==> config.mk <==
export PLATFORM = sky130hd
export DESIGN_NAME = fir_mac_sequencer_flat
export DESIGN_NICKNAME = d
export VERILOG_FILES = /design/src/rtl/fir_mac_sequencer_if.sv /design/src/rtl/fir_mac_sequencer.sv /design/src/flat_wrapper.sv
export SDC_FILE = /design/constraint.sdc
export NUM_CORES = 1
export LEC_CHECK = 0
export BUFFER_PORTS_ARGS = -buffer_cell sky130_fd_sc_hd__buf_4
export CORE_MARGIN = 3
export CORE_UTILIZATION = 34
export CTS_CLUSTER_DIAMETER = 80
export DETAILED_ROUTE_END_ITERATION = 8
export PLACE_DENSITY_LB_ADDON = 0.05
export SLEW_MARGIN = 20
export SYNTH_ARGS = -nofsm -noshare
export SYNTH_HDL_FRONTEND = slang
export SYNTH_SLANG_ARGS = --single-unit
export TNS_END_PERCENT = 10
==> constraint.sdc <==
create_clock -name iClk12M -period 3.8 [get_ports iClk12M]
set_input_delay 0.76 -clock iClk12M [delete_from_list [all_inputs] [get_ports iClk12M]]
set_output_delay 0.76 -clock iClk12M [all_outputs]
set_load 0.005 [all_outputs]
==> src/rtl/fir_mac_sequencer_if.sv <==
// Sample/coefficient handshake plus SRAM and MAC control bus of the FIR upstream stage.
// The master side drives samples and coefficient writes; the slave side is the sequencer.
interface fir_mac_sequencer_if #(
   parameter int ADDR_W = 4
);
   logic              en_sample;
   logic [2:0]        fir_in;
   logic              coeff_update_flag;
   logic              wr_en;
   logic [ADDR_W-1:0] wr_addr;
   logic [15:0]       wr_data;
   logic              csn_ram;
   logic              wrn_ram;
   logic [ADDR_W-1:0] addr_ram;
   logic [15:0]       wr_dt_ram;
   logic [29:0]       delay;
   logic              en_mul;
   logic              en_add_acc;
   logic              mac_valid;
   logic              busy;
   logic              ovr;

   modport master (
      output en_sample, fir_in, coeff_update_flag, wr_en, wr_addr, wr_data,
      input  csn_ram, wrn_ram, addr_ram, wr_dt_ram, delay,
      input  en_mul, en_add_acc, mac_valid, busy, ovr
   );

   modport slave (
      input  en_sample, fir_in, coeff_update_flag, wr_en, wr_addr, wr_data,
      output csn_ram, wrn_ram, addr_ram, wr_dt_ram, delay,
      output en_mul, en_add_acc, mac_valid, busy, ovr
   );
endinterface

==> src/rtl/fir_mac_sequencer.sv <==
// FIR control stage: 10-tap delay line, per-sample coefficient read sweep with MAC enables,
// and coefficient-load arbitration onto the single-port SRAM while idle.
module fir_mac_sequencer #(
   parameter int NTAP   = 10,
   parameter int ADDR_W = 4
) (
   input  logic               iClk12M,
   input  logic               iRst,
   fir_mac_sequencer_if.slave bus
);
   localparam logic [1:0] S_IDLE  = 2'd0;
   localparam logic [1:0] S_READ  = 2'd1;
   localparam logic [1:0] S_DRAIN = 2'd2;
   localparam logic [1:0] S_VALID = 2'd3;

   logic [1:0]        state;
   logic [ADDR_W-1:0] tap_cnt;
   logic              csn_q;
   logic              wrn_q;
   logic [ADDR_W-1:0] addr_q;
   logic [15:0]       wdata_q;
   logic [29:0]       delay_q;
   logic              en_q;
   logic              valid_q;
   logic              ovr_q;

   logic idle;
   logic accept;
   logic write_ok;

   // The update flag decides between a sample and a write that arrive together in IDLE.
   assign idle     = (state == S_IDLE);
   assign accept   = idle && bus.en_sample && !bus.coeff_update_flag;
   assign write_ok = idle && bus.coeff_update_flag && bus.wr_en &&
                     (bus.wr_addr < ADDR_W'(NTAP));

   // NOTE: reset is sampled on the clock edge, so it lives inside the clocked block and every
   // register, including the delay line, gets an explicit value in the reset branch.
   always_ff @(posedge iClk12M) begin
      if (iRst) begin
         state   <= S_IDLE;
         tap_cnt <= '0;
         csn_q   <= 1'b1;
         wrn_q   <= 1'b1;
         addr_q  <= '0;
         wdata_q <= '0;
         delay_q <= '0;
         en_q    <= 1'b0;
         valid_q <= 1'b0;
         ovr_q   <= 1'b0;
      end else begin
         // Enables trail the address by one cycle to line up with SRAM read data.
         en_q    <= (state == S_READ);
         valid_q <= 1'b0;
         csn_q   <= 1'b1;
         wrn_q   <= 1'b1;
         if (bus.en_sample && !idle)
            ovr_q <= 1'b1;

         case (state)
            S_IDLE: begin
               if (accept) begin
                  delay_q <= {delay_q[26:0], bus.fir_in};
                  csn_q   <= 1'b0;
                  addr_q  <= '0;
                  tap_cnt <= ADDR_W'(1);
                  state   <= S_READ;
               end else if (write_ok) begin
                  csn_q   <= 1'b0;
                  wrn_q   <= 1'b0;
                  addr_q  <= bus.wr_addr;
                  wdata_q <= bus.wr_data;
               end
            end
            // tap_cnt holds the next address to issue; address 0 goes out on accept.
            S_READ: begin
               if (tap_cnt == ADDR_W'(NTAP)) begin
                  state <= S_DRAIN;
               end else begin
                  csn_q   <= 1'b0;
                  addr_q  <= tap_cnt;
                  tap_cnt <= tap_cnt + 1'b1;
               end
            end
            S_DRAIN: begin
               valid_q <= 1'b1;
               state   <= S_VALID;
            end
            S_VALID: begin
               tap_cnt <= '0;
               state   <= S_IDLE;
            end
            default: state <= S_IDLE;
         endcase
      end
   end

   assign bus.csn_ram    = csn_q;
   assign bus.wrn_ram    = wrn_q;
   assign bus.addr_ram   = addr_q;
   assign bus.wr_dt_ram  = wdata_q;
   assign bus.delay      = delay_q;
   assign bus.en_mul     = en_q;
   assign bus.en_add_acc = en_q;
   assign bus.mac_valid  = valid_q;
   assign bus.busy       = !idle;
   assign bus.ovr        = ovr_q;
endmodule
==> src/flat_wrapper.sv <==
// flat-port wrapper written by rule: the top's interface ports become plain ports
module fir_mac_sequencer_flat 
#(
   parameter int NTAP   = 10,
   parameter int ADDR_W = 4
)
  (iClk12M, iRst, bus_en_sample, bus_fir_in, bus_coeff_update_flag, bus_wr_en, bus_wr_addr, bus_wr_data, bus_csn_ram, bus_wrn_ram, bus_addr_ram, bus_wr_dt_ram, bus_delay, bus_en_mul, bus_en_add_acc, bus_mac_valid, bus_busy, bus_ovr);
  fir_mac_sequencer_if #(.ADDR_W(ADDR_W)) bus_i ();
  input  logic iClk12M;
  input  logic iRst;
  input wire logic [$bits(bus_i.en_sample)-1:0] bus_en_sample;
  input wire logic [$bits(bus_i.fir_in)-1:0] bus_fir_in;
  input wire logic [$bits(bus_i.coeff_update_flag)-1:0] bus_coeff_update_flag;
  input wire logic [$bits(bus_i.wr_en)-1:0] bus_wr_en;
  input wire logic [$bits(bus_i.wr_addr)-1:0] bus_wr_addr;
  input wire logic [$bits(bus_i.wr_data)-1:0] bus_wr_data;
  output wire logic [$bits(bus_i.csn_ram)-1:0] bus_csn_ram;
  output wire logic [$bits(bus_i.wrn_ram)-1:0] bus_wrn_ram;
  output wire logic [$bits(bus_i.addr_ram)-1:0] bus_addr_ram;
  output wire logic [$bits(bus_i.wr_dt_ram)-1:0] bus_wr_dt_ram;
  output wire logic [$bits(bus_i.delay)-1:0] bus_delay;
  output wire logic [$bits(bus_i.en_mul)-1:0] bus_en_mul;
  output wire logic [$bits(bus_i.en_add_acc)-1:0] bus_en_add_acc;
  output wire logic [$bits(bus_i.mac_valid)-1:0] bus_mac_valid;
  output wire logic [$bits(bus_i.busy)-1:0] bus_busy;
  output wire logic [$bits(bus_i.ovr)-1:0] bus_ovr;
  assign bus_i.en_sample = bus_en_sample;
  assign bus_i.fir_in = bus_fir_in;
  assign bus_i.coeff_update_flag = bus_coeff_update_flag;
  assign bus_i.wr_en = bus_wr_en;
  assign bus_i.wr_addr = bus_wr_addr;
  assign bus_i.wr_data = bus_wr_data;
  assign bus_csn_ram = bus_i.csn_ram;
  assign bus_wrn_ram = bus_i.wrn_ram;
  assign bus_addr_ram = bus_i.addr_ram;
  assign bus_wr_dt_ram = bus_i.wr_dt_ram;
  assign bus_delay = bus_i.delay;
  assign bus_en_mul = bus_i.en_mul;
  assign bus_en_add_acc = bus_i.en_add_acc;
  assign bus_mac_valid = bus_i.mac_valid;
  assign bus_busy = bus_i.busy;
  assign bus_ovr = bus_i.ovr;
  fir_mac_sequencer #(.NTAP(NTAP), .ADDR_W(ADDR_W)) u_core (.iClk12M(iClk12M), .iRst(iRst), .bus(bus_i));
endmodule
# Word level (Yosys, flattened, before mapping)
# Cells that the tools add are included.
# totals
ff_bits	61
# op_classes
reduce_logical	17
mux	15
magnitude_cmp	1
n_bitwise	2
n_addsub	1
eq_ne	8
# ops
op	n
$mux 4	5
$pmux 4 s3	1
$reduce_and 3->1	3
$pmux 2 s4	1
$pmux 4 s2	1
$logic_and 1x1->1	6
$ne 2x2->1 const B	3
$add 4x1->4 const B	1
$eq 2x2->1 const B	2
$eq 4x4->1 const B	1
$lt 4x4->1 const B	1
$mux 1	4
$mux 2	2
$reduce_and 2->1	2
$ne 3x3->1 const B	1
$reduce_bool 3->1	1
$reduce_or 3->1	1
$eq 2x1->1 const B	1
$logic_not 1->1	2
$logic_not 2->1	1
$not 1->1	2
$pmux 1 s2	1
$reduce_bool 2->1	1

# Logic depth before layout (Yosys ltp)
# Gate-level depths: netlist of run 1.
# logic_depth
depth_word	7
mapped_depth	8

# Worst setup path after synthesis of run 1
# Ideal clock, no wire load.
# synth_path
path_kind	input to register
from	input bus_wr_addr[2]
to	register u_core.wrn_q, in the netlist u_core.bus.wrn_ram
arrival_ns	1.641
path_stages	5
required_time_ns	3.677
n_path_buf	2
slack_ns	2.035
path_cell_list	o21ai_0 > nand4_1 > buf_4 > buf_6 > or2_2
# synth_via
elab_chain_len	3
# synth_rtl
item	line	text
start, declared	flat_wrapper.sv:15	input wire logic [$bits(bus_i.wr_addr)-1:0] bus_wr_addr;
$lt 4x4->1	fir_mac_sequencer.sv:35	(bus.wr_addr < ADDR_W'(NTAP));
$logic_and 1x1->1	fir_mac_sequencer.sv:34	assign write_ok = idle && bus.coeff_update_flag && bus.wr_en &&
$mux 1	fir_mac_sequencer.sv:68	end else if (write_ok) begin
end signal, assigned	fir_mac_sequencer.sv:44	wrn_q <= 1'b1;
end signal, assigned	fir_mac_sequencer.sv:56	wrn_q <= 1'b1;
end signal, assigned	fir_mac_sequencer.sv:70	wrn_q <= 1'b0;
end, declared	fir_mac_sequencer.sv:19	logic wrn_q;
# No other way between the ends.
# A chain may end at the register's enable or synchronous reset.

# Worst setup path in the final report of run 1
# layout_path
from	register u_core.state[0]
to	output bus_busy
# layout_via
elab_chain_len	2
# layout_rtl
item	line	text
start, declared	fir_mac_sequencer.sv:16	logic [1:0] state;
start signal, assigned	fir_mac_sequencer.sv:41	state <= S_IDLE;
start signal, assigned	fir_mac_sequencer.sv:67	state <= S_READ;
start signal, assigned	fir_mac_sequencer.sv:78	state <= S_DRAIN;
$logic_not 2->1	fir_mac_sequencer.sv:32	assign idle = (state == S_IDLE);
$logic_not 1->1	fir_mac_sequencer.sv:106	assign bus.busy = !idle;
end, declared	flat_wrapper.sv:25	output wire logic [$bits(bus_i.busy)-1:0] bus_busy;
# No other way between the ends.

==> key figures, run 1 <==
Synthesis
  • Most frequent cell after synthesis: nand2_1
  • Yosys reg bits: 61
  • Syn Inst Count: 275
  • Post-synthesis sequential area ratio: 0.498
  • Post-synth EDFFs: 0
  • Top FF cell, synth: dfxtp_1
  • FFs w/ async S/R, synth: 0
  • Synth top area cells: dfxtp_1 50%, nand2_1 10%, a21oi_1 7.6%
  • Post-Syn Nets: 310
  • Synthesized area: about 0.0024 mm2
  • Yosys warns: 0
  • Top cell type's share of synthesized area: 0.498
  • Unique masters post-synth: 40
  • Cell taking the most area after synthesis: dfxtp_1
  • Commonest cells post-synth: 66 x nand2_1, 61 x dfxtp_1, 37 x a21oi_1, 24 x nor2_1, 17 x mux2i_1
  • Syn_area_per_cell: 8.91 um2

Routing
  • Post-DRT Antenna Nets: 0
  • Per-cell routed wire length: between 10 and 15 um
  • TritonRoute pass-1 iters: 4
  • DRC: 0
  • Total wire length: roughly 5700 um
  • DR vias: 2101
  • Drt initial violations: 77
  • Vias per inst: ~4.6

Critical path
  • Crit. End Element: output pin
  • Crit-path cells: inv_1, ha_1, inv_4, buf_4
  • Worst path arrival time: between 1 and 1.5 ns
  • Worst path slowest cell: ha_1
  • Worst reg2reg startpoint: u_core.state[0]
  • WP data required: 3.04 ns
  • Worst setup SP type: flop
  • Worst Path Max Fanout: 8
  • Crit path from: u_core.state[0]
  • Setup CP Type: flop to output pin
  • Max stage delay on crit path: roughly 0.40 ns
  • R2R Setup Slk: between 1.5 and 2 ns

Cells and area
  • Final net count: about 390
  • Share of cells above drive strength 1: 0.319
  • Final core utilization: 0.479
  • Fin area: 0.00331 mm2
  • Ant diodes: 0
  • Area Overhead vs Synth: 34.9%

Die
  • IO Count: 85
  • Die ar.: between 0.008 and 0.009 mm2
  • Starting Density: 0.355
  • Num rows: 30
  • Die height: between 90 and 100 um
  • Core area: between 0.006 and 0.007 mm2
  • Chip Width: 90.9 um

Clocking
  • Post-CTS Hold Buffers: 0
  • # clock sinks: 61
  • Num CTS Buffers: 9
  • CTS H-Tree Depth: 3
  • Reg clk slew, reported paths: approximately 0.070 ns
  • Cts repair resizes: 0
  • Clk root buf: clkbuf_8
  • Clock Latency Late Sink: between 0.3 and 0.4 ns
  • Setup bufs post-CTS: 0
  • Max Buffers Root-to-Sink: 2
  • CTS tree: built

Min path
  • Hold Startpoint: u_core.bus.delay[29]
  • Hold crit path type: flop to flop

GRT
  • First-pass GRT wire length: about 9500 um
  • GRT Total Usage: 0.142
  • Vias in the first global route: around 2000
  • Initial antenna violation count: 0
  • Largest net degree at the start of global routing: 62
  • Global route total overflow: 0

Run
  • MaxCap Viol Count: 0

Timing
  • Hold Slack: between 0.4 and 0.5 ns
  • Skew final: 0.00625 ns
  • Fin crit period: 2.20 ns
  • Fmax: roughly 460 MHz
  • Slew HR: 0.346
  • Hold violation total from the final report: 0
  • RSZ-0062 raised after global routing: false
  • Slew Limit Fails: 0
  • Final setup violating endpoints: 0
  • Setup TNS: 0 ns
  • Worst Tran Pin Value: ~0.98 ns
  • Crit share post-route: 0.578

Run status
  • Status: complete, no violations

Placement
  • Gp weighted congestion: roughly 0.7
  • Dpl hpwl: about 3800 um
  • # port buffers: 84
  • Post-Place Cell Area: 0.00311 mm2

Power and ir drop
  • Maximum vdd drop: 0.000287 V
  • PD cells: between 500 and 600 mW/mm2
  • P_leak: 1.46 nW
final cells by class:
cell class	instances	area (um2)
sequential	61	1220
timing repair buffer	86	646
clock buffer	10	128
fill	735	3600
tap	96	120
clock inverter	6	63.8
inverter	4	17.5
multi-input combinational	190	1110
worst max-delay path, delay by kind of cell, from the launching register on:
| kind | cells | cell delay, ns |
|---|---|---|
| buffers and inverters | 3 | 0.36 |
| DFF | 1 | 0.34 |
| adders and majority gates | 1 | 0.40 |
layout by cell type, fill, tap and decap left out, types with 2 or more instances in the layout:
cell,netlist,layout
a21oi_1,37,37
a311oi_2,3,3
buf_4,2,86
clkbuf_8,0,9
clkinv_2,0,2
clkinvlp_4,0,2
dfxtp_1,61,61
ha_1,7,7
inv_1,3,3
mux2i_1,17,17
nand2_1,66,66
nand2b_1,2,2
nand3b_1,4,4
nor2_1,24,23
nor2_2,2,3
nor2b_1,3,3
nor3_1,2,2
o21ai_0,2,2
cell families after synthesis:
logic type                 after synthesis  share of synthesized area
AOI/OAI and AO/OA                       54                      0.142
buffers and inverters                   24                     0.0495
and+or+nand+nor                        112                      0.204
adders and majority gates                7                     0.0357
DFF                                     61                      0.498
muxes                                   17                     0.0695
worst paths after layout:
path | endpoint | depth (start not counted)
setup / recovery | bus_busy | 4
setup reg to reg | u_core.bus.delay[4] | 5
hold / removal | u_core.bus.delay[29] | 2
hold reg to reg | u_core.bus.delay[29] | 2
layer usage:
layer	GRT usage	share of wire	vias to the layer above
met5	0	0	-
met4	0.0490	0.0086	0
met3	0.0808	0.096	5
met2	0.200	0.42	70
met1	0.181	0.47	950
li1	-	-	1076
state kept, by name (all words and copies together) (netlist names):
signal and cells:
u_core.tap_cnt 4, u_core.bus.csn_ram 1, u_core.bus.wrn_ram 1, u_core.state 2, u_core.bus.en_add_acc 1, u_core.bus.addr_ram 4, u_core.bus.wr_dt_ram 16, u_core.bus.delay 30
u_core.bus.ovr 1, u_core.bus.mac_valid 1
where the power goes:
part / internal, mW / total, mW / switching [mW]
Sequential: 0.706 / 0.751 / 0.0446
Combinational: 0.252 / 0.559 / 0.307
Clock: 0.302 / 0.559 / 0.257
Total: 1.26 / 1.87 / 0.609
per-stage QoR:
step,power [mW],instances,setup WS (ns)
2_1_floorplan,1.16,275,2.04
3_3_place_gp,1.33,437,1.64
3_5_place_dp,1.33,437,1.64
4_1_cts,1.90,453,1.57
5_1_grt,2.00,453,1.49
6_report,1.87,453,1.60
Note: power is estimated with default switching activity, not from simulation.
==> run 2, diff against run 1 <==
==> constraint.sdc (replaced) <==
create_clock -name iClk12M -period 1.82 [get_ports iClk12M]
set_input_delay 0.364 -clock iClk12M [delete_from_list [all_inputs] [get_ports iClk12M]]
set_output_delay 0.364 -clock iClk12M [all_outputs]
set_load 0.005 [all_outputs]
==> run 2 against run 1 <==
  * Worst hold slack worse by 0.20 ns
  * Power is 120% higher
  * Final area is 2.8% higher
  * Combinational power up 120%
  * Via count up 0.86%
  * First-iteration DRC count grew 16%
  * Sequential cell count did not move
  * Critical path depth is the same
  * Die area did not move
==> key figures, run 2 (synthesized netlist as in run 1, its figures left out) <==
Critical path
  • Setup CP Type: flop to output pin
  • FF-to-FF path depth: 6 (+1)
  • Crit. End Element: output pin
  • Worst path arrival time: 1.35 ns (-0.09 ns)
  • Max stage delay on crit path: 0.38 ns (-0.02 ns)
  • Worst setup SP type: flop
  • Crit-path cells: inv_1, ha_1, inv_4, buf_4
  • R2R Setup Slk: 0.13 ns (-1.66 ns)
  • Worst Path Max Fanout: 6 (-2)
  • WP data required: 1.46 ns (-1.58 ns)
  • Worst path slowest cell: dfxtp_1

Timing
  • Hold Slack: 0.255 ns (-0.202 ns)
  • Worst setup margin: 0.105 ns (-1.50 ns)
  • Final setup violating endpoints: 0 (unchanged)
  • Skew final: 0.00960 ns (+0.00335 ns)
  • Fmax: 583 MHz
  • Slew Limit Fails: 0 (unchanged)
  • Fin crit period: between 1.5 and 2 ns
  • Hold violation total from the final report: 0 (unchanged)
  • Setup TNS: 0 ns (unchanged)
  • RSZ-0062 raised after global routing: false
  • Worst Tran Pin Value: 0.643 ns (-0.335 ns)
  • Slew HR: 0.571 (+0.225)
  • Crit share post-route: 0.942

Die
  • Die height: 90.9 um (unchanged)
  • Chip Width: 90.9 um (unchanged)
  • Starting Density: 0.355 (unchanged)
  • Num rows: 30 (unchanged)
  • Core area: 0.00691 mm2 (unchanged)
  • IO Count: 85 (unchanged)
  • Die ar.: 0.00826 mm2 (unchanged)

GRT
  • GRT Total Usage: 0.145 (+0.00278)
  • Largest net degree at the start of global routing: 62 (unchanged)
  • Initial antenna violation count: 0 (unchanged)
  • First-pass GRT wire length: 9670 um (+2.2%)
  • Vias in the first global route: 2021 (+3.6%)
  • Global route total overflow: 0 (unchanged)

Cells and area
  • Final core utilization: 0.492 (+0.0136)
  • Share of cells above drive strength 1: 0.327 (+0.00754)
  • Most frequent cells in the layout: 88 x buf_4, 66 x nand2_1, 61 x dfxtp_1
  • Commonest non-fill, non-tap cell in the layout: buf_4
  • Fin area: 0.00340 mm2 (+2.8%)
  • Ant diodes: 0 (unchanged)
  • Final net count: 391 (+1.0%)
  • Fill cells: 693 (-5.7%)
  • Max FFs per register: 30 (unchanged)
  • Area Overhead vs Synth: 38.8%
  • Cell Count, Final, Fillers Out: 457 (+0.88%)

Run
  • MaxCap Viol Count: 0 (unchanged)

Min path
  • Hold crit path type: input pin to flop
  • WHS Path Cells: 3 (+1)

Routing
  • Vias per inst: 4.64 (about the same)
  • TritonRoute pass-1 iters: 4 (unchanged)
  • DR vias: 2119 (+0.86%)
  • Drt initial violations: 89 (+16%)
  • Per-cell routed wire length: 12.7 um (+0.16%)
  • DRC: 0 (unchanged)
  • Total wire length: 5790 um (+1.0%)
  • Post-DRT Antenna Nets: 0 (unchanged)

Placement
  • Placed cell count: 441 (+0.92%)
  • Post-Place Cell Area: 0.00317 mm2 (+1.8%)
  • # port buffers: 84 (unchanged)
  • Dpl hpwl: 4020 um (+5.2%)
  • Gp weighted congestion: 0.914 (+29%)
  • Setup Slack @ Placement: 0.153 ns (-1.49 ns)

Clocking
  • Num CTS Buffers: 9 (unchanged)
  • CTS tree: built
  • Clock Latency Late Sink: 0.34 ns (about the same)
  • Max Buffers Root-to-Sink: 2 (unchanged)
  • Clk root buf: clkbuf_8
  • # clock sinks: 61 (unchanged)
  • Reg clk slew, reported paths: 0.07 ns (about the same)
  • CTS H-Tree Depth: 3 (unchanged)

Power and ir drop
  • P_leak: 1.51 nW (+3.7%)
  • Clk pwr share: 0.326 (+0.027)
  • Maximum vdd drop: 0.000600 V (+110%)
  • Register share of total power: 0.375 (-0.027)
  • P_int: 2.92 mW (+130%)
  • Comb pwr share: 0.299 (about the same)
  • PD cells: 1230 mW/mm2 (+120%)
  • P_sw: 1.27 mW (+110%)
  • Design Power: 4.19 mW (+120%)
  • Switch share: 0.304 (-0.0219)

Run status
  • Status: complete, no violations
run 2: repair_timing:
| item | in CTS | in global routing |
|---|---|---|
| hold endpoints to repair | 0 | 0 |
| hold buffers | 0 | 0 |
| gates resized for setup | 0 | 1 |
| setup buffers | 0 | 0 |
| endpoints found under the setup margin | 0 | 1 |
run 2: final cells by class:
type,count,area [um2],area share
Tap cell,96,120,0.0353
Clock inverter,4,70.1,0.0206
Multi-Input combinational cell,190,1110,0.328
Timing Repair Buffer,90,701,0.206
Inverter,4,17.5,0.00515
Clock buffer,12,155,0.0456
Sequential cell,61,1220,0.359
run 2: critical path, delay by kind of cell, from the launching register on:
kind / cells / cell delay [ns]
buf+inv: 3 / 0.34
flops: 1 / 0.38
fa+ha+maj: 1 / 0.29
run 2: final timing paths:
check                                     startpoint                 endpoint
worst min-delay path                  bus_wr_data[7]  u_core.bus.wr_dt_ram[7]
worst max-delay path                 u_core.state[0]                 bus_busy
worst min register to register  u_core.bus.delay[29]     u_core.bus.delay[29]
worst max register to register       u_core.state[0]   u_core.bus.addr_ram[0]
run 2: layer usage:
layer  share of wire  GRT usage  up-vias  wire (um)
met3           0.098     0.0842       11        567
met5               0          0        -          0
met1            0.45      0.179      960       2600
met4           0.014     0.0452        0         82
met2            0.44      0.212       68       2530
li1                -          -     1080          -
run 2: power groups by stage:
stage,Combinational [mW],Sequential [mW],Clock [mW]
2_1_floorplan,0.823,1.59,0
3_3_place_gp,1.26,1.59,0
3_5_place_dp,1.25,1.60,0
4_1_cts,1.26,1.57,1.40
5_1_grt,1.40,1.59,1.47
6_report,1.25,1.57,1.37
==> run 3, diff against run 2 <==
==> constraint.sdc (replaced) <==
create_clock -name iClk12M -period 1.82 [get_ports iClk12M]
set_input_delay 0.455 -clock iClk12M [delete_from_list [all_inputs] [get_ports iClk12M]]
set_output_delay 0.455 -clock iClk12M [all_outputs]
set_load 0.005 [all_outputs]
==> run 3 against run 2 <==
  * Via count decreased by 0.33%
  * Sequential share of layout area increased by 0.32 points
  * Critical endpoint unchanged
  * Maximum frequency decreased by 1.2%
  * Final cell count decreased by 0.22%
==> key figures, run 3 (synthesized netlist as in run 1, its figures left out) <==
Critical path
  • Setup CP Type: flop to output pin
  • Worst path arrival time: 1.28 ns (-0.07 ns)
  • Worst path slowest cell: dfxtp_1
  • Worst setup SP type: flop
  • Max stage delay on crit path: 0.39 ns (about the same)
  • Crit-path cells: inv_1, ha_2, inv_4, buf_4
  • Crit. End Element: output pin
  • Worst Path Max Fanout: 6 (unchanged)
  • WP data required: 1.36 ns (-0.10 ns)

Cells and area
  • Max FFs per register: 30 (unchanged)
  • Most frequent cells in the layout: 87 x buf_4, 66 x nand2_1, 60 x dfxtp_1
  • Commonest non-fill, non-tap cell in the layout: buf_4
  • Area Overhead vs Synth: 37.7%
  • Share of cells above drive strength 1: 0.331 (+0.00369)
  • Final net count: 391 (unchanged)
  • Ant diodes: 0 (unchanged)

Clocking
  • Clock Latency Late Sink: 0.33 ns (about the same)
  • Setup bufs post-CTS: 0 (unchanged)
  • Clk root buf: clkbuf_8
  • CTS H-Tree Depth: 3 (unchanged)
  • Post-CTS Hold Buffers: 0 (unchanged)
  • CTS tree: built
  • Max Buffers Root-to-Sink: 2 (unchanged)
  • Num CTS Buffers: 9 (unchanged)
  • Reg clk slew, reported paths: 0.07 ns (about the same)
  • # clock sinks: 61 (unchanged)

GRT
  • Largest net degree at the start of global routing: 62 (unchanged)
  • Initial antenna violation count: 0 (unchanged)
  • Vias in the first global route: 2040 (+0.94%)
  • First-pass GRT wire length: 9730 um (+0.58%)
  • Global route total overflow: 0 (unchanged)
  • GRT Total Usage: 0.144 (-0.000878)

Timing
  • Worst Tran Pin Value: 0.655 ns (+0.0119 ns)
  • Skew final: 0.00554 ns (-0.00407 ns)
  • Crit share post-route: 0.954 (+0.0116)
  • Worst setup margin: 0.0841 ns (-0.0212 ns)
  • Slew Limit Fails: 0 (unchanged)
  • Fin crit period: 1.74 ns (+0.0212 ns)
  • Final setup violating endpoints: 0 (unchanged)
  • Setup TNS: 0 ns (unchanged)
  • Hold violation total from the final report: 0 (unchanged)
  • Slew HR: 0.563 (-0.00791)
  • RSZ-0062 raised after global routing: false
  • Fmax: 576 MHz (-1.2%)

Routing
  • DR vias: 2112 (-0.33%)
  • Post-DRT Antenna Nets: 0 (unchanged)
  • TritonRoute pass-1 iters: 4 (unchanged)
  • Per-cell routed wire length: 12.9 um (+1.9%)
  • Drt initial violations: 115 (+29%)
  • DRC: 0 (unchanged)
  • Vias per inst: 4.63 (-0.11%)
  • Total wire length: 5880 um (+1.7%)

Power and ir drop
  • PD cells: 1180 mW/mm2 (-4.1%)
  • Maximum vdd drop: 0.000436 V (-27%)
  • Design Power: 3.98 mW (-4.9%)
  • P_leak: 1.49 nW (-1.2%)

Die
  • Core area: 0.00691 mm2 (unchanged)
  • Die height: 90.9 um (unchanged)
  • Die ar.: 0.00826 mm2 (unchanged)
  • Num rows: 30 (unchanged)
  • Starting Density: 0.355 (unchanged)
  • IO Count: 85 (unchanged)
  • Chip Width: 90.9 um (unchanged)

Run
  • MaxCap Viol Count: 0 (unchanged)

Placement
  • Gp weighted congestion: 0.759 (-17%)
  • Dpl hpwl: 3950 um (-1.5%)
  • Setup Slack @ Placement: 0.113 ns (-0.0402 ns)
  • # port buffers: 84 (unchanged)

Min path
  • Hold crit path type: input pin to flop

Run status
  • Status: complete, no violations
==> run 3: cell types whose count changed in the layout (fill, tap and decap cells not counted) <==
cell	change
inv_6	+1
dfxtp_1	-1
buf_4	-1
clkbuf_8	-2
ha_1	-2
dfxtp_2	+1
clkbuf_1	+1
bufinv_16	-1
buf_12	+1
ha_2	+2
==> run 3: path summary, 6_finish.rpt <==
| path | from | endpoint | slack (ns) | cells after the start |
|---|---|---|---|---|
| max | u_core.state[0] | bus_busy | 0.08 | 4 |
| min | bus_wr_data[1] | u_core.bus.wr_dt_ram[1] | 0.35 | 3 |
| max reg2reg | u_core.tap_cnt[0] | u_core.tap_cnt[2] | 0.15 | 6 |
| min reg2reg | u_core.bus.delay[29] | u_core.bus.delay[29] | 0.46 | 2 |
==> run 3: layout make-up <==
type	count	area, um2
clock inverter	4	48.8
clock buffer	11	131
tap	96	120
fill	714	3530
sequential	61	1220
multi-input combinational	190	1120
timing repair buffer	90	713
inverter	4	17.5
==> run 3: routing by layer <==
layer / routed length [um] / global-route usage / vias to the layer above
met5: 0 / 0 / -
met4: 102 / 0.0603 / 0
met3: 538 / 0.0625 / 8
met2: 2520 / 0.215 / 60
met1: 2720 / 0.181 / 965
li1: - / - / 1079
==> run 3: worst max-delay path: cells and delay by family (launching register included) <==
kind	cells	cell delay [ns]
adders and majority gates	1	0.24
DFF	1	0.39
buffers and inverters	3	0.32
==> run 3: power breakdown <==
group          internal [mW]  switching [mW]  leakage (nW)
clock                  0.626           0.509        0.0936
combinational          0.615           0.660         0.904
sequential              1.48          0.0986         0.495
total                   2.72            1.27          1.49
==> run 3: timing repair <==
| action | in CTS | in global routing |
|---|---|---|
| gates resized for setup | 1 | 3 |
| pin swaps | 0 | 0 |
| setup endpoints to repair | 1 | 8 |
==> run 3: per-stage QoR <==
stage	cells	utilization	hold slack (ns)	instance area, um2
after global placement	441	0.461	0.444	3180
after CTS	456	0.487	0.338	3360
final	456	0.488	0.354	3370
after global routing	456	0.488	0.347	3370
after floorplan	275	-	0.453	2450
after detailed placement	441	0.461	0.451	3180
